`config.mk`:
```
export PLATFORM = sky130hd
export DESIGN_NAME = mem_arbiter_flat
export DESIGN_NICKNAME = d
export VERILOG_FILES = /design/src/rtl/mem_arb_pkg.sv /design/src/rtl/mem_arb_if.sv /design/src/rtl/mem_arb_wdog.sv /design/src/rtl/mem_arbiter.sv /design/src/flat_wrapper.sv
export SDC_FILE = /design/constraint.sdc
export NUM_CORES = 1
export LEC_CHECK = 0
export ABC_AREA = 1
export BUFFER_PORTS_ARGS = -buffer_cell sky130_fd_sc_hd__buf_2
export CAP_MARGIN = 5
export CORE_ASPECT_RATIO = 1.25
export CORE_MARGIN = 4
export CORE_UTILIZATION = 45
export CTS_CLUSTER_SIZE = 40
export DETAILED_ROUTE_END_ITERATION = 8
export PLACE_DENSITY_LB_ADDON = 0.2
export SLEW_MARGIN = 20
export SYNTH_ARGS = -nofsm -noshare
export SYNTH_HDL_FRONTEND = slang
export SYNTH_SLANG_ARGS = --single-unit
```
`constraint.sdc`:
```
create_clock -name CLK -period 4.1 [get_ports CLK]
set_clock_uncertainty 0.05 [all_clocks]
set_input_delay 0.205 -clock CLK [delete_from_list [all_inputs] [get_ports CLK]]
set_output_delay 0.205 -clock CLK [all_outputs]
set_load 0.01 [all_outputs]
```
`src/rtl/mem_arb_pkg.sv`:
```
// Shared types and defaults for the IF/MEM memory arbiter.
package mem_arb_pkg;

    typedef enum logic [1:0] {
        ST_IDLE  = 2'd0,
        ST_DATA  = 2'd1,
        ST_FETCH = 2'd2,
        ST_ADV   = 2'd3
    } arb_state_t;

    localparam int          DEF_AW       = 32;
    localparam int          DEF_DW       = 32;
    localparam int          DEF_TIMEOUT  = 16;
    localparam logic [31:0] DEF_NOP_WORD = 32'h0000_0000;

endpackage

```
`src/rtl/mem_arb_if.sv`:
```
// Pipeline-side and memory-side signals of the arbiter, bundled as one bus.
interface mem_arb_if
    import mem_arb_pkg::*;
#(
    parameter int AW = DEF_AW,
    parameter int DW = DEF_DW
);
    logic          if_req;
    logic [AW-1:0] if_addr;
    logic [DW-1:0] if_rdata;
    logic          dm_req;
    logic          dm_we;
    logic [AW-1:0] dm_addr;
    logic [DW-1:0] dm_wdata;
    logic [DW-1:0] dm_rdata;
    logic          mem_req;
    logic          mem_we;
    logic [AW-1:0] mem_addr;
    logic [DW-1:0] mem_wdata;
    logic          mem_ack;
    logic [DW-1:0] mem_rdata;
    logic          stall;
    logic          bus_err;
    logic [31:0]   stall_cnt;

    modport master (
        input  if_req, if_addr, dm_req, dm_we, dm_addr, dm_wdata, mem_ack, mem_rdata,
        output if_rdata, dm_rdata, mem_req, mem_we, mem_addr, mem_wdata,
               stall, bus_err, stall_cnt
    );

    modport slave (
        output if_req, if_addr, dm_req, dm_we, dm_addr, dm_wdata, mem_ack, mem_rdata,
        input  if_rdata, dm_rdata, mem_req, mem_we, mem_addr, mem_wdata,
               stall, bus_err, stall_cnt
    );
endinterface

```
`src/rtl/mem_arb_wdog.sv`:
```
// Access watchdog: counts request cycles and pulses timeout_o on the TIMEOUT-th one.
module mem_arb_wdog #(
    parameter int TIMEOUT = 16
) (
    input  logic CLK,
    input  logic RST,
    input  logic clr_i,
    input  logic en_i,
    output logic timeout_o
);
    localparam int CW = $clog2(TIMEOUT + 1);

    logic [CW-1:0] cnt_q, cnt_d;

    always_comb begin
        cnt_d = cnt_q;
        if (clr_i)     cnt_d = '0;
        else if (en_i) cnt_d = cnt_q + CW'(1);
    end

    always_ff @(posedge CLK or negedge RST) begin
        if (!RST) cnt_q <= '0;
        else      cnt_q <= cnt_d;
    end

    // cnt_q holds completed wait cycles, so this fires during the TIMEOUT-th one.
    assign timeout_o = en_i && (cnt_q == CW'(TIMEOUT - 1));

endmodule

```
`src/rtl/mem_arbiter.sv`:
```
// Single-port memory arbiter: per pipeline cycle runs data access, then fetch,
// then one ADV cycle with stall low so the pipeline picks up the held results.
module mem_arbiter
    import mem_arb_pkg::*;
#(
    parameter int            AW       = DEF_AW,
    parameter int            DW       = DEF_DW,
    parameter int            TIMEOUT  = DEF_TIMEOUT,
    parameter logic [DW-1:0] NOP_WORD = DW'(DEF_NOP_WORD)
) (
    input  logic       CLK,
    input  logic       RST,
    mem_arb_if.master  bus
);
    arb_state_t    state_q, state_d;
    logic          mem_req_q, mem_req_d;
    logic          mem_we_q, mem_we_d;
    logic [AW-1:0] mem_addr_q, mem_addr_d;
    logic [DW-1:0] mem_wdata_q, mem_wdata_d;
    logic [DW-1:0] if_rdata_q, if_rdata_d;
    logic [DW-1:0] dm_rdata_q, dm_rdata_d;
    logic          pend_if_q, pend_if_d;
    logic          bus_err_q, bus_err_d;
    logic [31:0]   stall_cnt_q, stall_cnt_d;
    logic          stall, timeout, done;
    logic [DW-1:0] rd_word;

    mem_arb_wdog #(.TIMEOUT(TIMEOUT)) u_wdog (
        .CLK       (CLK),
        .RST       (RST),
        .clr_i     (bus.mem_ack | ~mem_req_q),
        .en_i      (mem_req_q),
        .timeout_o (timeout)
    );

    // An ack in the timeout cycle takes precedence over the abort.
    assign done    = mem_req_q & (bus.mem_ack | timeout);
    assign rd_word = bus.mem_ack ? bus.mem_rdata : NOP_WORD;

    always_comb begin
        state_d     = state_q;
        mem_req_d   = mem_req_q;
        mem_we_d    = mem_we_q;
        mem_addr_d  = mem_addr_q;
        mem_wdata_d = mem_wdata_q;
        if_rdata_d  = if_rdata_q;
        dm_rdata_d  = dm_rdata_q;
        pend_if_d   = pend_if_q;
        bus_err_d   = bus_err_q;
        stall       = 1'b0;
        case (state_q)
            ST_IDLE: begin
                stall = bus.dm_req | bus.if_req;
                if (bus.dm_req) begin
                    state_d     = ST_DATA;
                    mem_req_d   = 1'b1;
                    mem_we_d    = bus.dm_we;
                    mem_addr_d  = bus.dm_addr;
                    mem_wdata_d = bus.dm_wdata;
                    pend_if_d   = bus.if_req;
                end else if (bus.if_req) begin
                    state_d    = ST_FETCH;
                    mem_req_d  = 1'b1;
                    mem_we_d   = 1'b0;
                    mem_addr_d = bus.if_addr;
                    pend_if_d  = 1'b0;
                end
            end
            ST_DATA: begin
                stall = 1'b1;
                if (done) begin
                    mem_req_d = 1'b0;
                    mem_we_d  = 1'b0;
                    if (!mem_we_q)    dm_rdata_d = rd_word;
                    if (!bus.mem_ack) bus_err_d  = 1'b1;
                    if (pend_if_q) begin
                        // Fetch request is raised one cycle later, leaving a gap.
                        state_d    = ST_FETCH;
                        mem_addr_d = bus.if_addr;
                        pend_if_d  = 1'b0;
                    end else begin
                        state_d = ST_ADV;
                    end
                end
            end
            ST_FETCH: begin
                stall = 1'b1;
                if (!mem_req_q) begin
                    mem_req_d = 1'b1;
                end else if (done) begin
                    mem_req_d  = 1'b0;
                    if_rdata_d = rd_word;
                    if (!bus.mem_ack) bus_err_d = 1'b1;
                    state_d = ST_ADV;
                end
            end
            ST_ADV:  state_d = ST_IDLE;
            default: state_d = ST_IDLE;
        endcase
    end

    assign stall_cnt_d = stall_cnt_q + 32'((stall && !(&stall_cnt_q)) ? 1 : 0);

    always_ff @(posedge CLK or negedge RST) begin
        if (!RST) begin
            state_q     <= ST_IDLE;
            mem_req_q   <= 1'b0;
            mem_we_q    <= 1'b0;
            mem_addr_q  <= '0;
            mem_wdata_q <= '0;
            if_rdata_q  <= '0;
            dm_rdata_q  <= '0;
            pend_if_q   <= 1'b0;
            bus_err_q   <= 1'b0;
            stall_cnt_q <= '0;
        end else begin
            state_q     <= state_d;
            mem_req_q   <= mem_req_d;
            mem_we_q    <= mem_we_d;
            mem_addr_q  <= mem_addr_d;
            mem_wdata_q <= mem_wdata_d;
            if_rdata_q  <= if_rdata_d;
            dm_rdata_q  <= dm_rdata_d;
            pend_if_q   <= pend_if_d;
            bus_err_q   <= bus_err_d;
            stall_cnt_q <= stall_cnt_d;
        end
    end

    assign bus.mem_req   = mem_req_q;
    assign bus.mem_we    = mem_we_q;
    assign bus.mem_addr  = mem_addr_q;
    assign bus.mem_wdata = mem_wdata_q;
    assign bus.if_rdata  = if_rdata_q;
    assign bus.dm_rdata  = dm_rdata_q;
    assign bus.stall     = stall;
    assign bus.bus_err   = bus_err_q;
    assign bus.stall_cnt = stall_cnt_q;

endmodule

```
`src/flat_wrapper.sv`:
```
// flat-port wrapper written by rule: the top's interface ports become plain ports
module mem_arbiter_flat import mem_arb_pkg::*;
#(
    parameter int            AW       = DEF_AW,
    parameter int            DW       = DEF_DW,
    parameter int            TIMEOUT  = DEF_TIMEOUT,
    parameter logic [DW-1:0] NOP_WORD = DW'(DEF_NOP_WORD)
)
  (CLK, RST, bus_if_req, bus_if_addr, bus_dm_req, bus_dm_we, bus_dm_addr, bus_dm_wdata, bus_mem_ack, bus_mem_rdata, bus_if_rdata, bus_dm_rdata, bus_mem_req, bus_mem_we, bus_mem_addr, bus_mem_wdata, bus_stall, bus_bus_err, bus_stall_cnt);
  mem_arb_if #(.AW(AW), .DW(DW)) bus_i ();
  input  logic CLK;
  input  logic RST;
  input wire logic [$bits(bus_i.if_req)-1:0] bus_if_req;
  input wire logic [$bits(bus_i.if_addr)-1:0] bus_if_addr;
  input wire logic [$bits(bus_i.dm_req)-1:0] bus_dm_req;
  input wire logic [$bits(bus_i.dm_we)-1:0] bus_dm_we;
  input wire logic [$bits(bus_i.dm_addr)-1:0] bus_dm_addr;
  input wire logic [$bits(bus_i.dm_wdata)-1:0] bus_dm_wdata;
  input wire logic [$bits(bus_i.mem_ack)-1:0] bus_mem_ack;
  input wire logic [$bits(bus_i.mem_rdata)-1:0] bus_mem_rdata;
  output wire logic [$bits(bus_i.if_rdata)-1:0] bus_if_rdata;
  output wire logic [$bits(bus_i.dm_rdata)-1:0] bus_dm_rdata;
  output wire logic [$bits(bus_i.mem_req)-1:0] bus_mem_req;
  output wire logic [$bits(bus_i.mem_we)-1:0] bus_mem_we;
  output wire logic [$bits(bus_i.mem_addr)-1:0] bus_mem_addr;
  output wire logic [$bits(bus_i.mem_wdata)-1:0] bus_mem_wdata;
  output wire logic [$bits(bus_i.stall)-1:0] bus_stall;
  output wire logic [$bits(bus_i.bus_err)-1:0] bus_bus_err;
  output wire logic [$bits(bus_i.stall_cnt)-1:0] bus_stall_cnt;
  assign bus_i.if_req = bus_if_req;
  assign bus_i.if_addr = bus_if_addr;
  assign bus_i.dm_req = bus_dm_req;
  assign bus_i.dm_we = bus_dm_we;
  assign bus_i.dm_addr = bus_dm_addr;
  assign bus_i.dm_wdata = bus_dm_wdata;
  assign bus_i.mem_ack = bus_mem_ack;
  assign bus_i.mem_rdata = bus_mem_rdata;
  assign bus_if_rdata = bus_i.if_rdata;
  assign bus_dm_rdata = bus_i.dm_rdata;
  assign bus_mem_req = bus_i.mem_req;
  assign bus_mem_we = bus_i.mem_we;
  assign bus_mem_addr = bus_i.mem_addr;
  assign bus_mem_wdata = bus_i.mem_wdata;
  assign bus_stall = bus_i.stall;
  assign bus_bus_err = bus_i.bus_err;
  assign bus_stall_cnt = bus_i.stall_cnt;
  mem_arbiter #(.AW(AW), .DW(DW), .TIMEOUT(TIMEOUT), .NOP_WORD(NOP_WORD)) u_core (.CLK(CLK), .RST(RST), .bus(bus_i));
endmodule
```
==> results.py, run 1 <==
metrics = {
    "route": {
        "vias": 6863,
        "drt_pass1_iterations": 5,
        "routed_via_density": 4.73,
        "wl_um": 20900,
        "drcViolationCount": 0,
        "wire_per_inst_um": 14.4,
        "ant_nets": 0,
        "first_iter_violations": 291,
    },
    "place": {
        "port_buffers": 297,
        "dp_hpwl_um": 14800,
        "dp.cells": 1375,
        "gp_congestion": 0.839,
    },
    "cts": {
        "htreeDepth": 4,
        "postCtsSetupRepairBufs": 0,
        "clk_latency_ns": 0.42,
        "cts.repair.resized": 0,
        "cts_buffers": 17,
        "clock-sinks": 171,
        "cts_tree": "built",
        "clk_pin_slew_worst_paths_ns": 0.07,
        "postCtsHoldBufs": 42,
        "clock_path_buffers": 2,
        "cts-root-buf": "clkbuf_16",
    },
    "sta": {
        "finalHoldViolations": 0,
        "max_freq_ghz": 0.399,
        "worstMarginPinSlew_ns": 1.02,
        "finalMaxSlewViolations": 0,
        "rsz0062_at_grt": "false",
        "tns_ns": 0,
        "fin_crit_sh_pct": 61.2,
        "min_period_ns": 2.51,
        "relSlewSlack_pct": 31.7,
        "setup_violations": 0,
    },
    "yosys": {
        "ys_seq_area_share_pct": 55.5,
        "synthDistinctLibCells": 27,
        "synth_fp_nets": 1030,
        "yosysTopAreaCell": "dfrtp_1",
        "netlist_area_um2": 7700,
        "yosysWarnings": 0,
        "synth_cells": 887,
        "synthTopCellsByArea": "dfrtp_1 (56%), nand2_1 (19%), mux2_2 (4.7%)",
        "yosysTopAreaCellShare_pct": 55.5,
        "syn_avg_cell_area_um2": 8.69,
        "ys_ff_latch": 171,
    },
    "worst_setup_path": {
        "regToRegEndpoint": "u_core.bus.stall_cnt[18]",
        "rr_worst_depth": 12,
        "worstPathRequired_ns": 4.35,
        "rrSetupSlack_ns": 1.59,
        "r2r-start": "u_core.state_q[0]",
        "cp.arrival_ns": 2.76,
        "critPathCaptureType": "flip-flop",
        "setup.worst_path.class": "flip-flop to flip-flop",
        "start_kind": "flip-flop",
        "cp-startpoint": "u_core.state_q[0]",
        "crit_fanout": 4,
    },
    "run": {
        "maxCapViolations": 0,
    },
    "power_and_ir_drop": {
        "irDropWorstVdd_mv": 0.462,
        "pwr_density_cell_nw_per_um2": 674,
        "cellLeakagePower_nw": 5.52,
    },
    "die": {
        "dieWidth_um": 125,
        "die-area_um2": 19300,
        "core_area_um2": 16800,
        "io_pins": 298,
        "num_rows": 53,
        "die_y_um": 154,
        "floorplan.initialDensity_pct": 45.7,
    },
    "layout": {
        "nets": 1360,
        "multi_input_area_um2": 3050,
        "final_cell_mix": "nand2_1 (383), buf_2 (296), dfrtp_1 (171), o21ai_0 (69), nor2_1 (64)",
        "fillers": 1524,
        "syn2layout_area_growth_pct": 33.3,
        "finalNonFillerCells": 1450,
        "layout-drive-gt1-share_pct": 30.6,
        "regArea_um2": 4280,
        "layout_commonest_cell": "nand2_1",
    },
    "hold_path": {
        "whs_path_depth": 3,
        "hold_class": "input pin to flip-flop",
        "worstHoldStart": "bus_mem_rdata[15]",
        "hold_path_end": "u_core.bus.if_rdata[15]",
    },
    "grt": {
        "grt_max_degree": 99,
        "grtUsageTotal_pct": 22.0,
        "grt_pass1_vias": 6981,
        "grt_pass1_wl_um": 34800,
        "antenna_found_initial": 1,
        "overflow": 0,
    },
    "status": {
        "outcome": "finished clean",
    },
}
## cell families after synthesis
logic type / synth area share (%)
AND/OR/NAND/NOR: 26.3
flip-flops: 55.5
AO/OA/AOI/OAI: 5.28
buffers and inverters: 4.89
multiplexers: 4.68
XOR/XNOR: 1.82
adder cells (fa/ha/maj): 1.46
## power breakdown
group	total, mW	internal, mW	leakage, nW	switching, mW
combinational	2.71	1.10	3.05	1.61
sequential	2.70	2.34	2.19	0.369
clock	1.51	0.830	0.271	0.681
total	6.93	4.26	5.52	2.66
## critical path, stage by stage, from the launching register on
cell and delay [ns]:
dfrtp_1 0.40, inv_1 0.09, ha_1 0.34, o21bai_1 0.12, nand2_1 0.09, a21oi_1 0.13
ha_1 0.20, ha_1 0.21, nand3_1 0.13, nor2_1 0.25, nand2_1 0.15, o21ai_0 0.17
nand2_1 0.06
## flip-flops by register name, indices dropped and copies added (netlist names), 2 cells and up
signal,cells
u_core.bus.dm_rdata,32
u_core.bus.mem_addr,32
u_core.bus.stall_cnt,32
u_core.bus.mem_wdata,32
u_core.u_wdog.cnt_q,5
u_core.bus.if_rdata,32
u_core.state_q,2
## worst max-delay path by stage
stage / endpoint / slack, ns
after floorplan: u_core.bus.stall_cnt[18] / 1.84
after global placement: u_core.bus.stall_cnt[18] / 1.68
after detailed placement: u_core.bus.stall_cnt[18] / 1.61
after CTS: u_core.bus.stall_cnt[18] / 1.58
after global routing: u_core.bus.stall_cnt[18] / 1.33
final: u_core.bus.stall_cnt[18] / 1.59
## routing by layer
| metal | GRT usage [%] | wire [um] | up-vias |
|---|---|---|---|
| met4 | 6.87 | 300 | 0 |
| met5 | 0 | 0 | - |
| met2 | 37.7 | 10500 | 223 |
| met1 | 26.5 | 8450 | 3156 |
| met3 | 7.15 | 1660 | 25 |
| li1 | - | - | 3459 |
## stage by stage
stage	total power, mW	hold WS [ns]	utilization [%]	setup slack, ns	cell area (um2)
floorplan	4.41	-0.141	-	1.84	7700
global placement	5.37	0.314	55.1	1.68	9280
detailed placement	5.43	0.318	55.1	1.61	9280
CTS	7.01	0.000431	60.9	1.58	10300
global route	7.46	0.00936	61.0	1.33	10300
finish	6.93	0.0158	61.0	1.59	10300
## Yosys cell counts
library cell,count
a21boi_2,1
a21oi_1,2
a31o_2,1
and2_1,2
buf_2,16
buf_4,10
buf_6,6
clkbuf_1,3
dfrtp_1,171
ha_1,9
inv_1,36
inv_2,2
mux2_2,32
nand2_1,383
nand2_2,3
nand3_1,52
nand3_4,1
nand3b_1,3
nor2_1,64
nor2_4,1
nor3b_1,1
o21a_1,1
o21ai_0,69
o21ai_4,1
o21bai_1,1
xnor2_1,7
xor2_1,9
## layout make-up
type                       count  area share [%]
sequential                   171            41.7
multi-input combinational    643            29.7
timing repair buffer         346            19.2
clock buffer                  20            4.55
tap                          220            2.68
inverter                      38            1.39
clock inverter                11           0.829
antenna                        1          0.0244
Note: power is estimated with default switching activity, not from simulation.
==> run 2, diff against run 1 <==
- CORE_UTILIZATION: 45 -> 44
- clock period: 4.1 -> 2.3 ns (I/O delays scaled with it)
==> run 2 against run 1 <==
  * Worst hold slack got worse by 0.0050 ns
  * Total power rose by 91%
  * Global-route usage increased by 2.1 points
  * Utilization is 7.6 points higher
  * Sequential power rose by 77%
  * Non-clock buffer count rose by 127
  * Combinational power up 99%
  * Cell area grew 13%
  * Clock power increased by 100%
  * Via count up 10%
  * Largest power group unchanged
==> results.py, run 2 (synthesis results as in run 1) <==
metrics = {
    "worst_setup_path": {
        "cp_slowest_stage_delay_ns": 0.40,
        "crit_fanout": 3,
        "rr_worst_depth": 13,
        "cp_cell_sequence": "buf_4 > ha_1 > inv_1 > nand2_1 > a21oi_2 > ha_2 > ha_4 > nand3_1 > buf_4 > nor2_2 > nand2_1 > nand2_1 > nand2_1",
        "cp-startpoint": "u_core.state_q[0]",
        "start_kind": "flip-flop",
        "r2r-start": "u_core.state_q[0]",
        "cp_common_cell": "nand2_1",
        "setup.worst_path.class": "flip-flop to flip-flop",
        "cp.arrival_ns": 2.41,
        "worstPathRequired_ns": 2.56,
        "crit_slowest_cell": "dfrtp_1",
        "critPathCaptureType": "flip-flop",
    },
    "power_and_ir_drop": {
        "p_seq_share_pct": 36.3,
        "p_sw_share_pct": 37.7,
        "irDropWorstVdd_mv": 0.643,
        "comb_power_share_pct": 40.8,
        "cellLeakagePower_nw": 6.17,
        "clkPwrFrac_pct": 22.9,
        "p_int_mw": 8.23,
        "p_sw_mw": 4.97,
        "pwr_density_cell_nw_per_um2": 1130,
    },
    "die": {
        "io_pins": 298,
        "die_y_um": 156,
        "dieWidth_um": 126,
        "die-area_um2": 19700,
        "num_rows": 53,
        "core_area_um2": 17000,
        "floorplan.initialDensity_pct": 45.4,
    },
    "route": {
        "routed_via_density": 4.80,
        "first_iter_violations": 390,
        "vias": 7561,
        "wl_um": 23600,
        "wire_per_inst_um": 15.0,
        "drcViolationCount": 0,
        "drt_pass1_iterations": 5,
        "ant_nets": 0,
    },
    "cts": {
        "htreeDepth": 4,
        "cts-root-buf": "clkbuf_16",
        "clk_pin_slew_worst_paths_ns": 0.06,
        "clock_path_buffers": 2,
        "cts_tree": "built",
        "clk_latency_ns": 0.42,
        "clock-sinks": 171,
        "cts_buffers": 17,
    },
    "hold_path": {
        "worstHoldStart": "bus_dm_addr[2]",
        "whs_path_depth": 5,
        "hold_class": "input pin to flip-flop",
    },
    "place": {
        "dp.cells": 1417,
        "dp_hpwl_um": 15700,
        "gp_congestion": 0.866,
        "port_buffers": 297,
    },
    "sta": {
        "setup_violations": 0,
        "hold_ws_ns": 0.0108,
        "tns_ns": 0,
        "worstMarginPinSlew_ns": 0.570,
        "finalHoldViolations": 0,
        "finalMaxSlewViolations": 0,
        "min_period_ns": 2.15,
        "relSlewSlack_pct": 61.9,
        "fin_crit_sh_pct": 93.5,
        "max_freq_ghz": 0.465,
    },
    "layout": {
        "fillers": 1313,
        "finalNonFillerCells": 1576,
        "regArea_um2": 4280,
        "nets": 1487,
        "layout-drive-gt1-share_pct": 32.4,
        "layout_commonest_cell": "nand2_1",
        "final_cell_mix": "nand2_1 (379), buf_2 (296), dfrtp_1 (171), dlygate4sd3_1 (125), o21ai_0 (68)",
        "n_antenna_cell": 0,
        "utilization_pct": 68.6,
        "syn2layout_area_growth_pct": 51.2,
        "multi_input_area_um2": 3140,
    },
    "grt": {
        "grtUsageTotal_pct": 24.1,
        "grt_max_degree": 69,
        "overflow": 0,
        "antenna_found_initial": 0,
        "grt_pass1_wl_um": 38700,
        "grt_pass1_vias": 7681,
    },
    "run": {
        "maxCapViolations": 0,
    },
    "status": {
        "outcome": "finished clean",
    },
}
## run 2: repair_timing
action | CTS | global route
gates resized for setup | 9 | 20
endpoints found under the hold margin | 171 | 0
hold buffers | 125 | 0
setup buffers | 0 | 3
setup endpoints to repair | 8 | 20
pin swaps | 1 | 10
## run 2: stage by stage
stage          area [um2]  setup WS, ns  power, mW
4_1_cts             11600       0.00233       13.2
2_1_floorplan        7700        0.0403       7.86
6_report            11600         0.150       13.2
3_5_place_dp         9660       -0.0944       9.92
3_3_place_gp         9660        0.0354       9.81
5_1_grt             11600      -0.00475       14.2
## run 2: critical path, delay by kind of cell (launching register included)
family                   cells  cell delay [ns]
flip-flops                   1             0.40
AND/OR/NAND/NOR              6             0.51
adder cells (fa/ha/maj)      3             0.56
AO/OA/AOI/OAI                1             0.12
buffers and inverters        3             0.41
## run 2: routing by layer
metal  wire (um)  vias to the layer above  track usage [%]
li1            -                     3715                -
met1        9200                     3512             28.4
met2       12200                      281             42.6
met3        1610                       53             6.82
met4         622                        0             7.66
met5           0                        -                0
## run 2: layout make-up
cell class / count / area share (%)
Multi-Input combinational cell: 643 / 27.0
Timing Repair Buffer: 473 / 27.4
Inverter: 38 / 1.22
Tap cell: 220 / 2.36
Sequential cell: 171 / 36.7
Clock buffer: 18 / 3.77
Clock inverter: 13 / 1.50
## run 2: worst paths after layout
kind | to | slack (ns)
max in group asynchronous | u_core.bus.dm_rdata[4] | 1.28
worst max register to register | u_core.bus.stall_cnt[28] | 0.15
min in group asynchronous | u_core.bus.dm_rdata[19] | 0.15
worst max-delay path | u_core.bus.stall_cnt[28] | 0.15
worst min-delay path | u_core.bus.mem_addr[2] | 0.01
worst min register to register | u_core.u_wdog.cnt_q[0] | 0.41
## run 2: power groups by stage
stage | logic [mW] | clock network, mW | registers (mW)
detailed placement | 5.13 | 0 | 4.79
global route | 6.01 | 3.23 | 4.92
finish | 5.38 | 3.02 | 4.79
global placement | 5.05 | 0 | 4.76
CTS | 5.31 | 3.10 | 4.76
floorplan | 2.54 | 0 | 5.33
